[config.mk]
export PLATFORM = sky130hd
export DESIGN_NAME = pattern_model_generator
export DESIGN_NICKNAME = d
export VERILOG_FILES = /design/src/rtl/pattern_model_generator.sv
export SDC_FILE = /design/constraint.sdc
export NUM_CORES = 1
export LEC_CHECK = 0
export BUFFER_PORTS_ARGS = -buffer_cell sky130_fd_sc_hd__clkbuf_2
export CORE_ASPECT_RATIO = 0.75
export CORE_MARGIN = 2
export CORE_UTILIZATION = 55
export CTS_CLUSTER_SIZE = 30
export DETAILED_ROUTE_END_ITERATION = 8
export PLACE_DENSITY = 0.79
export SETUP_SLACK_MARGIN = 0.2
export SLEW_MARGIN = 25
export SYNTH_ARGS = -nofsm -noshare
export SYNTH_HDL_FRONTEND = slang
export SYNTH_SLANG_ARGS = --single-unit
[constraint.sdc]
create_clock -name clk_in -period 22.1 [get_ports clk_in]
set_input_delay 2.21 -clock clk_in [delete_from_list [all_inputs] [get_ports clk_in]]
set_output_delay 2.21 -clock clk_in [all_outputs]
set_load 0.03 [all_outputs]
[src/rtl/pattern_model_generator.sv]
// Siteswap pattern model generator: schedules throws through an 8-entry beat-slot ring and
// evaluates each ball's parabolic arc once per video frame, presenting an atomic snapshot.
module pattern_model_generator #(
    parameter int unsigned BEAT_FRAMES = 8,
    parameter int unsigned RIGHT_X     = 960,
    parameter int unsigned LEFT_X      = 320,
    parameter int unsigned HAND_Y      = 600,
    parameter int unsigned ARC_GAIN    = 8
) (
    input  logic        clk_in,
    input  logic        rst_in,
    input  logic        start_in,
    input  logic [2:0]  pattern_digits_in [7],
    input  logic [2:0]  pattern_len_in,
    input  logic [2:0]  num_balls_in,
    input  logic        frame_tick_in,
    output logic [2:0]  num_balls,
    output logic [10:0] model_balls_x [7],
    output logic [9:0]  model_balls_y [7],
    output logic        data_valid_out,
    output logic        busy_out,
    output logic        config_error,
    output logic        collision_error
);

    typedef enum logic [2:0] {
        StUnconfigured, StIdle, StThrow, StBallSetup, StDivide, StBallWrite, StPresent
    } state_e;

    state_e      r_state;
    logic [2:0]  r_digits [8];
    logic [2:0]  r_len, r_num, r_k, r_b;
    logic [4:0]  r_f;
    logic [2:0]  r_slot_ball [8];
    logic [7:0]  r_slot_vld;
    logic [7:0]  r_t [8];
    logic [7:0]  r_dur [8];
    logic [10:0] r_from [8];
    logic [10:0] r_to [8];
    logic [10:0] r_stage_x [8];
    logic [9:0]  r_stage_y [8];
    logic [10:0] r_out_x [7];
    logic [9:0]  r_out_y [7];
    logic [19:0] r_dvd;
    logic [10:0] r_quot;
    logic [7:0]  r_rem;
    logic [4:0]  r_cnt;
    logic        r_neg, r_valid, r_busy, r_cfg_err, r_col_err;

    function automatic logic [10:0] hand(input logic [2:0] beat);
        return beat[0] ? 11'(LEFT_X) : 11'(RIGHT_X);
    endfunction

    // Configuration check: sum of the valid digits must equal balls * length.
    logic [5:0] w_digit_sum, w_expect_sum;
    logic       w_cfg_ok;
    always_comb begin
        w_digit_sum = '0;
        for (int i = 0; i < 7; i++) begin
            if (3'(i) < pattern_len_in) w_digit_sum = w_digit_sum + 6'(pattern_digits_in[i]);
        end
    end
    assign w_expect_sum = 6'(num_balls_in) * 6'(pattern_len_in);
    assign w_cfg_ok = (w_digit_sum == w_expect_sum) && (pattern_len_in != 3'd0)
                      && (num_balls_in != 3'd0);

    // Throw decode for the current beat.
    logic [2:0] w_didx, w_d, w_land, w_throw_ball;
    assign w_didx       = (r_len != 3'd0) ? (r_k % r_len) : 3'd0;
    assign w_d          = r_digits[w_didx];
    assign w_land       = r_k + w_d;
    assign w_throw_ball = r_slot_ball[r_k];

    // Per-ball evaluation datapath for ball r_b.
    logic [7:0]         w_cur_t, w_cur_dur;
    logic [10:0]        w_cur_from, w_cur_to, w_quot_s, w_x;
    logic signed [11:0] w_dx;
    logic signed [19:0] w_dx_ext, w_prod;
    logic [19:0]        w_abs;
    logic [8:0]         w_trial;
    logic               w_ge;
    logic [31:0]        w_arc_full;
    logic [9:0]         w_arc, w_y;
    assign w_cur_t    = r_t[r_b];
    assign w_cur_dur  = r_dur[r_b];
    assign w_cur_from = r_from[r_b];
    assign w_cur_to   = r_to[r_b];
    assign w_dx       = $signed({1'b0, w_cur_to}) - $signed({1'b0, w_cur_from});
    assign w_dx_ext   = {{8{w_dx[11]}}, w_dx};
    assign w_prod     = w_dx_ext * $signed({12'd0, w_cur_t});
    assign w_abs      = w_prod[19] ? (~w_prod + 20'd1) : w_prod;
    assign w_trial    = {r_rem, r_dvd[19]};
    assign w_ge       = w_trial >= {1'b0, w_cur_dur};
    // |quotient| never exceeds |dx| because t <= T, so 11 bits hold it.
    assign w_quot_s   = r_neg ? (11'd0 - r_quot) : r_quot;
    assign w_x        = w_cur_from + w_quot_s;
    assign w_arc_full = (32'(w_cur_t) * 32'(w_cur_dur - w_cur_t) * ARC_GAIN) >> 4;
    assign w_arc      = (w_arc_full > HAND_Y) ? 10'(HAND_Y) : w_arc_full[9:0];
    assign w_y        = 10'(HAND_Y) - w_arc;

    // Control FSM, throw scheduler, serial divider and registered outputs.
    always_ff @(posedge clk_in) begin
        if (rst_in) begin
            r_state    <= StUnconfigured;
            r_len      <= '0;
            r_num      <= '0;
            r_k        <= '0;
            r_b        <= '0;
            r_f        <= '0;
            r_slot_vld <= '0;
            r_dvd      <= '0;
            r_quot     <= '0;
            r_rem      <= '0;
            r_cnt      <= '0;
            r_neg      <= 1'b0;
            r_valid    <= 1'b0;
            r_busy     <= 1'b0;
            r_cfg_err  <= 1'b0;
            r_col_err  <= 1'b0;
            for (int i = 0; i < 8; i++) begin
                r_digits[i]    <= '0;
                r_slot_ball[i] <= '0;
                r_t[i]         <= '0;
                r_dur[i]       <= '0;
                r_from[i]      <= '0;
                r_to[i]        <= '0;
                r_stage_x[i]   <= '0;
                r_stage_y[i]   <= '0;
            end
            for (int i = 0; i < 7; i++) begin
                r_out_x[i] <= '0;
                r_out_y[i] <= '0;
            end
        end else if (start_in) begin
            for (int i = 0; i < 7; i++) r_digits[i] <= pattern_digits_in[i];
            r_digits[7] <= '0;
            r_len       <= pattern_len_in;
            r_num       <= num_balls_in;
            r_busy      <= 1'b0;
            r_valid     <= 1'b0;
            if (w_cfg_ok) begin
                r_cfg_err  <= 1'b0;
                r_col_err  <= 1'b0;
                r_k        <= '0;
                r_f        <= '0;
                r_state    <= StIdle;
                for (int i = 0; i < 8; i++) begin
                    r_slot_ball[i] <= 3'(i);
                    r_slot_vld[i]  <= 3'(i) < num_balls_in;
                    r_t[i]         <= '0;
                    r_dur[i]       <= '0;
                    r_from[i]      <= hand(3'(i));
                    r_to[i]        <= hand(3'(i));
                end
            end else begin
                r_cfg_err <= 1'b1;
                r_state   <= StUnconfigured;
            end
        end else begin
            r_valid <= 1'b0;
            case (r_state)
                StIdle: begin
                    if (frame_tick_in) begin
                        r_busy  <= 1'b1;
                        r_state <= StThrow;
                    end
                end
                StThrow: begin
                    if (r_f == 5'd0 && r_slot_vld[r_k]) begin
                        r_slot_vld[r_k] <= 1'b0;
                        if (w_d != 3'd0) begin
                            r_dur[w_throw_ball]  <= 8'(w_d * BEAT_FRAMES);
                            r_t[w_throw_ball]    <= '0;
                            r_from[w_throw_ball] <= hand(r_k);
                            r_to[w_throw_ball]   <= hand(w_land);
                            r_slot_ball[w_land]  <= w_throw_ball;
                            r_slot_vld[w_land]   <= 1'b1;
                            if (r_slot_vld[w_land]) r_col_err <= 1'b1;
                        end
                    end
                    r_b     <= '0;
                    r_state <= StBallSetup;
                end
                StBallSetup: begin
                    r_neg   <= w_prod[19];
                    r_dvd   <= w_abs;
                    r_quot  <= '0;
                    r_rem   <= '0;
                    r_cnt   <= 5'd19;
                    r_state <= (w_cur_dur == 8'd0) ? StBallWrite : StDivide;
                end
                StDivide: begin
                    r_rem  <= w_ge ? 8'(w_trial - {1'b0, w_cur_dur}) : w_trial[7:0];
                    r_quot <= {r_quot[9:0], w_ge};
                    r_dvd  <= {r_dvd[18:0], 1'b0};
                    r_cnt  <= r_cnt - 5'd1;
                    if (r_cnt == 5'd0) r_state <= StBallWrite;
                end
                StBallWrite: begin
                    r_stage_x[r_b] <= w_x;
                    r_stage_y[r_b] <= w_y;
                    if (w_cur_t < w_cur_dur) r_t[r_b] <= w_cur_t + 8'd1;
                    if (r_b == r_num - 3'd1) begin
                        r_state <= StPresent;
                    end else begin
                        r_b     <= r_b + 3'd1;
                        r_state <= StBallSetup;
                    end
                end
                StPresent: begin
                    for (int i = 0; i < 7; i++) begin
                        r_out_x[i] <= (3'(i) < r_num) ? r_stage_x[i] : 11'd0;
                        r_out_y[i] <= (3'(i) < r_num) ? r_stage_y[i] : 10'd0;
                    end
                    r_valid <= 1'b1;
                    r_busy  <= 1'b0;
                    if (r_f == 5'(BEAT_FRAMES - 1)) begin
                        r_f <= '0;
                        r_k <= r_k + 3'd1;
                    end else begin
                        r_f <= r_f + 5'd1;
                    end
                    r_state <= StIdle;
                end
                default: ;
            endcase
        end
    end

    assign num_balls       = r_num;
    assign data_valid_out  = r_valid;
    assign busy_out        = r_busy;
    assign config_error    = r_cfg_err;
    assign collision_error = r_col_err;
    for (genvar g = 0; g < 7; g++) begin : g_out
        assign model_balls_x[g] = r_out_x[g];
        assign model_balls_y[g] = r_out_y[g];
    end

endmodule

==> impl_metrics.yaml, run 1 <==
run_status:
  status: "finished clean"
hold_path:
  min_path_type: "flop to flop"
synth:
  syn_area_per_cell_um2: 11.4
  synth_top_area_share_pct: 46.2
  syn_inst: 2534
  synth_area_um2: 28800
  ys_warn_count: 0
  ys_seq_elements: 527
  async_flop_share_pct: 0
  synth_edf_count: 443
  ys_top_cells_by_area: "edfxtp_1 46%, ha_1 6.0%, fa_1 6.0%, dfxtp_1 5.8%, nor2_1 4.8%"
  ys_top_cells_by_count: "443 x edfxtp_1, 370 x nor2_1, 182 x inv_1, 163 x and2_1, 139 x ha_1"
  yosys.cell_count.top_type: "edfxtp_1"
  ys_seq_area_share_pct: 52.0
  yosysTopAreaCell: "edfxtp_1"
  synth.distinct_cells: 83
  synth_flop_cell: "edfxtp_1"
detailed_routing:
  vias: 20081
  via_per_inst: 5.85
  drt_iter0_drc: 2179
  totalWireLength_um: 70100
  ant_nets: 0
  routedWlPerCell_um: 20.4
  drc: 0
  first_pass_iters: 8
worst_setup_path:
  crit_arrival_ps: 11020
  slowest_delay_ps: 880
  path_class: "primary input to flop"
  end_kind: "flop"
  critPathMaxFanout: 31
  required_ps: 22310
  startpoint_type: "primary input"
  cp_slowest_cell: "o21ai_4"
clocking:
  clock-root-buffer: "clkbuf_16"
  ctsHtreeMaxLevel: 2
  cts_buffers: 49
  clock_latency_ps: 610
  cts_tree: "done"
  cts_buffer_depth: 3
  clk_transition_reported_paths_ps: 60
  postCtsHoldBufs: 0
  post_cts_buffers: 0
  numClockSinks: 527
  cts_resized: 0
sta:
  finalCritPeriodShare_pct: 48.9
  fin_skew_ps: 17.8
  fin_setup_tns_ps: 0
  finalMaxSlewViolations: 0
  setup_viol: 0
  fmax_mhz: 92.5
  rsz0062_at_grt: "false"
  slew_headroom_pct: 28.0
  hold_viol_final: 0
  hold_ws_ps: 457
  fin_crit_ps: 10810
  layout_setup_ws_ps: 11290
  tightest_slew_ps: 1080
die:
  dieArea_um2: 54200
  rows: 72
  dieWidth_um: 268
  num_io_pins: 185
  core_um2: 51600
  start_util_pct: 55.8
  fp.dieH_um: 202
job:
  drv_cap: 0
power_and_ir_drop:
  p_per_area_nw_per_um2: 88.6
  vdd_drop_max_mv: 0.0755
  power_mw: 2.84
  leakage_nw: 13.0
final_layout:
  nNetsFinal: 2948
  final.fill_count: 3962
  layout-drive-gt1-share_pct: 14.3
  synthToLayoutAreaGrowth_pct: 11.4
  antennaDiodeCount: 0
place:
  hpwl_um: 49800
  io_buffers: 184
  gp_congestion: 0.907
  post-place-ws_ps: 10690
grt:
  overflow: 0
  grt_max_degree: 86
  antenna_found_initial: 0
  grt_pass1_wl_um: 110000
  grt_pass1_vias: 19608
  track_usage_pct: 26.0
==> metal layers <==
metal | GRT usage, % | part of all wire, % | wire [um]
met5 | 0 | 0 | 0
met2 | 40.6 | 45 | 31700
met4 | 6.78 | 2.5 | 1770
met1 | 37.8 | 43 | 30400
met3 | 4.79 | 8.9 | 6250
==> worst paths after layout <==
| kind | slack (ps) | from | depth (start not counted) | endpoint |
|---|---|---|---|---|
| max | 11290 | pattern_len_in[2] | 33 | r_t[1][5] |
| min | 460 | collision_error | 2 | collision_error |
| max reg2reg | 11350 | flop | 35 | r_stage_y[1][8] |
| min reg2reg | 460 | collision_error | 2 | collision_error |
==> final cells by class <==
cell class	instances	area [um^2]	share of cell area (%)
timing repair buffer	215	1170	3.66
clock buffer	62	1330	4.13
sequential	527	15000	46.7
clock inverter	27	241	0.752
tap	703	880	2.74
multi-input combinational	1711	12800	39.8
inverter	188	707	2.20
==> kinds of logic (layout without fill, tap and decap cells) <==
family | after synthesis | count (layout) | share of synthesized area [%]
compound gates | 331 | 331 | 7.67
mux | 93 | 93 | 5.06
flops | 527 | 527 | 52.0
buf+inv | 303 | 492 | 4.00
simple gates | 965 | 965 | 16.5
fa+ha+maj | 225 | 225 | 12.0
other cells | 1 | 8 | 0.0130
xor+xnor | 89 | 89 | 2.76
==> registers in the layout, summed over array words and instances (netlist names), 13 cells and up, named ones only <==
name / cells
r_dur: 24
r_t: 64
r_out_y: 70
r_from: 13
r_stage_x: 77
r_digits: 21
r_slot_ball: 24
r_stage_y: 70
r_out_x: 77
r_dvd: 13
==> through the flow <==
stage / cells / util (%) / instance area [um^2]
after floorplan: 2541 / - / 28800
after global placement: 3343 / 59.0 / 30400
after detailed placement: 3343 / 59.0 / 30500
after CTS: 3432 / 62.1 / 32000
after global routing: 3433 / 62.2 / 32100
final: 3433 / 62.2 / 32100
==> power breakdown <==
part	internal (mW)	switching (mW)
sequential	1.12	0.0176
combinational	0.338	0.538
clock	0.453	0.379
==> cells in the final DEF, fill, tap and decap left out, drive strengths merged, types with 6 or more instances in the layout <==
| master | n |
|---|---|
| and3 | 60 |
| dfxtp | 84 |
| a21oi | 103 |
| nand2b | 37 |
| nand4 | 7 |
| or2 | 17 |
| o21bai | 11 |
| conb | 8 |
| nor2 | 370 |
| xnor2 | 51 |
| clkinv | 26 |
| mux4 | 39 |
| and2 | 164 |
| a211oi | 13 |
| a211o | 9 |
| nand2 | 135 |
| o21ai | 46 |
| o31ai | 19 |
| xor2 | 38 |
| a22oi | 18 |
| fa | 86 |
| ha | 139 |
| nor3 | 46 |
| a21o | 17 |
| inv | 185 |
| o21a | 6 |
| clkbuf | 246 |
| a2bb2oi | 6 |
| nand3 | 50 |
| buf | 31 |
| nor4 | 14 |
| a31oi | 18 |
| o31a | 8 |
| o211ai | 15 |
| edfxtp | 443 |
| nor2b | 27 |
| mux2 | 10 |
| mux2i | 44 |
| or3 | 10 |
==> critical path, delay by kind of cell <==
kind,cells,cell delay (ps)
xor+xnor,4,720
fa+ha+maj,7,2900
buf+inv,5,610
compound gates,9,2260
mux,1,320
simple gates,7,1940
No activity file was read; power rests on OpenSTA's default activity.
==> run 2, diff against run 1 <==
- ABC_AREA: default -> 1
- PLACE_DENSITY: 0.79 -> 0.82
- clock period: 22.1 -> 8.89 ns (I/O delays scaled with it)
==> run 2 against run 1 <==
  * Worst setup slack got worse by 11000 ps
  * Sequential power rose to 2.5 times the previous value
  * Synthesized cell count grew 23%
  * Global-route usage grew 0.78 points
  * First-iteration DRC count rose by 34%
  * Sequential cell count unchanged
  * Highest routed layer unchanged
==> impl_metrics.yaml, run 2 <==
clocking:
  numClockSinks: 527
  post_cts_buffers: 0
  cts_resized: 0
  clk_transition_reported_paths_ps: 70
  cts_tree: "done"
  clock-root-buffer: "clkbuf_16"
  ctsHtreeMaxLevel: 2
  cts_buffer_depth: 3
  cts_buffers: 51
  clock_latency_ps: 650
  postCtsHoldBufs: 0
detailed_routing:
  vias: 22480
  totalWireLength_um: 73500
  drc: 0
  drt_iter0_drc: 2922
  first_pass_iters: 6
  ant_nets: 0
  via_per_inst: 5.56
  routedWlPerCell_um: 18.2
place:
  placed_cells: 3949
  dpl_cell_area_um2: 30700
  gp_congestion: 0.891
  hpwl_um: 50500
  io_buffers: 184
  post-place-ws_ps: 497
hold_path:
  hold_path_startpoint: "r_dvd[15]"
  min_path_type: "flop to flop"
sta:
  slew_headroom_pct: 24.5
  fin_skew_ps: 70.3
  rsz0062_at_grt: "false"
  setup_viol: 0
  fin_crit_ps: 8250
  hold_viol_final: 0
  hold_ws_ps: 465
  tightest_slew_ps: 1120
  finalMaxSlewViolations: 0
  fin_setup_tns_ps: 0
  layout_setup_ws_ps: 637
  fmax_mhz: 121
  finalCritPeriodShare_pct: 92.8
worst_setup_path:
  crit_family: "adder cells"
  crit_arrival_ps: 8550
  cp_slowest_cell: "fa_1"
  slowest_delay_ps: 550
  end_kind: "flop"
  path_class: "flop to flop"
  cpMostUsedCell: "nand2_1"
  critPathMaxFanout: 16
  startpoint_type: "flop"
  path_buf_inv: 8
  required_ps: 9180
final_layout:
  layout-drive-gt1-share_pct: 12.1
  final_cell_mix: "654 x nor2_1, 507 x inv_1, 443 x edfxtp_1, 403 x nand2_1, 184 x clkbuf_2"
  fin_cells: 4045
  fin_area_um2: 32700
  nNetsFinal: 3556
  reg.largest.list: "r_out_x x77, r_stage_x x77"
  final_common_cell: "nor2_1"
  final.fill_count: 3952
  seqCellArea_um2: 15000
  synthToLayoutAreaGrowth_pct: 12.6
  antennaDiodeCount: 0
  multiInputGateArea_um2: 11800
  utilization_pct: 63.0
power_and_ir_drop:
  vdd_drop_max_mv: 0.311
  power_mw: 8.44
  power_frac_comb_pct: 38.3
  switchingPower_mw: 3.16
  clkPwrFrac_pct: 28.0
  p_per_area_nw_per_um2: 258
  internal-power_mw: 5.28
  swShare_pct: 37.4
  leakage_nw: 14.3
  seqPwrFrac_pct: 33.6
grt:
  grt_pass1_vias: 21680
  track_usage_pct: 26.8
  antenna_found_initial: 0
  grt_max_degree: 79
  overflow: 0
  grt_pass1_wl_um: 116000
synth:
  yosysTopAreaCell: "edfxtp_1"
  ys_warn_count: 0
  synth.distinct_cells: 65
  syn_area_per_cell_um2: 9.31
  ys_top_cells_by_area: "edfxtp_1 46%, nor2_1 8.5%, inv_1 6.6%, ha_1 6.0%, fa_1 5.9%"
  synth_top_area_share_pct: 45.8
  yosys.cell_count.top_type: "nor2_1"
  ys_top_cells_by_count: "654 x nor2_1, 508 x inv_1, 443 x edfxtp_1, 413 x nand2_1, 153 x nand3_1"
  synth_flop_cell: "edfxtp_1"
  async_flop_share_pct: 0
  synth_edf_count: 443
  syn_inst: 3119
  ys_seq_area_share_pct: 51.6
  ys_seq_elements: 527
  synth_area_um2: 29000
die:
  start_util_pct: 56.0
  dieArea_um2: 54700
  dieWidth_um: 269
  core_um2: 51900
  rows: 72
  fp.dieH_um: 203
  num_io_pins: 185
job:
  drv_cap: 0
run_status:
  status: "finished clean"
run 2: cell count changes in the layout (fill, tap and decap cells not counted), moves of 60 or more:
cell	change
o21ai_0	+73
and2_1	-161
nand3_1	+101
nand2_1	+268
inv_1	+325
nor2_1	+285
and3_1	-60
run 2: worst paths after layout:
check                                       end  slack (ps)  cells past startpoint
worst max-delay path            r_stage_y[6][4]         640                     44
worst min-delay path                  r_dvd[15]         470                      2
worst max register to register  r_stage_y[6][4]         640                     44
worst min register to register        r_dvd[15]         470                      2
run 2: cells by family (layout without fill, tap and decap cells):
logic type	after synthesis	count (layout)	synth area share [%]
other	1	8	0.0129
xor gates and xnor gates	60	60	1.81
AOI/OAI and AO/OA	362	362	7.32
and+or+nand+nor	1315	1315	19.0
adders and majority gates	225	225	11.9
buffers and inverters	629	845	8.35
DFF	527	527	51.6
run 2: layer usage:
layer	part of all wire, %	vias to the layer above	global-route usage [%]
met5	0	-	0
met4	3.4	0	10.1
met3	10	180	5.31
met2	46	1196	42.8
met1	40	10628	36.5
li1	-	10476	-
run 2: cell type report:
cell class | count | area share [%]
well taps | 703 | 2.69
repair buffers | 220 | 3.78
clock buffers | 63 | 4.30
inverters | 530 | 6.09
clock inverters | 32 | 1.35
multi-input cells | 1970 | 35.9
flip-flops and latches | 527 | 45.8
run 2: power groups by stage:
stage	Combinational [mW]	Sequential [mW]	Clock, mW
3_3_place_gp	3.08	2.88	0
5_1_grt	3.68	2.84	2.46
6_report	3.23	2.84	2.37
2_1_floorplan	2.43	2.92	0
4_1_cts	3.19	2.83	2.36
3_5_place_dp	3.15	2.88	0
run 2: worst min-delay path: stages, from the launching register on:
cell	delay [ps]
dfxtp_1	310
nand2_1	60
a21oi_1	50
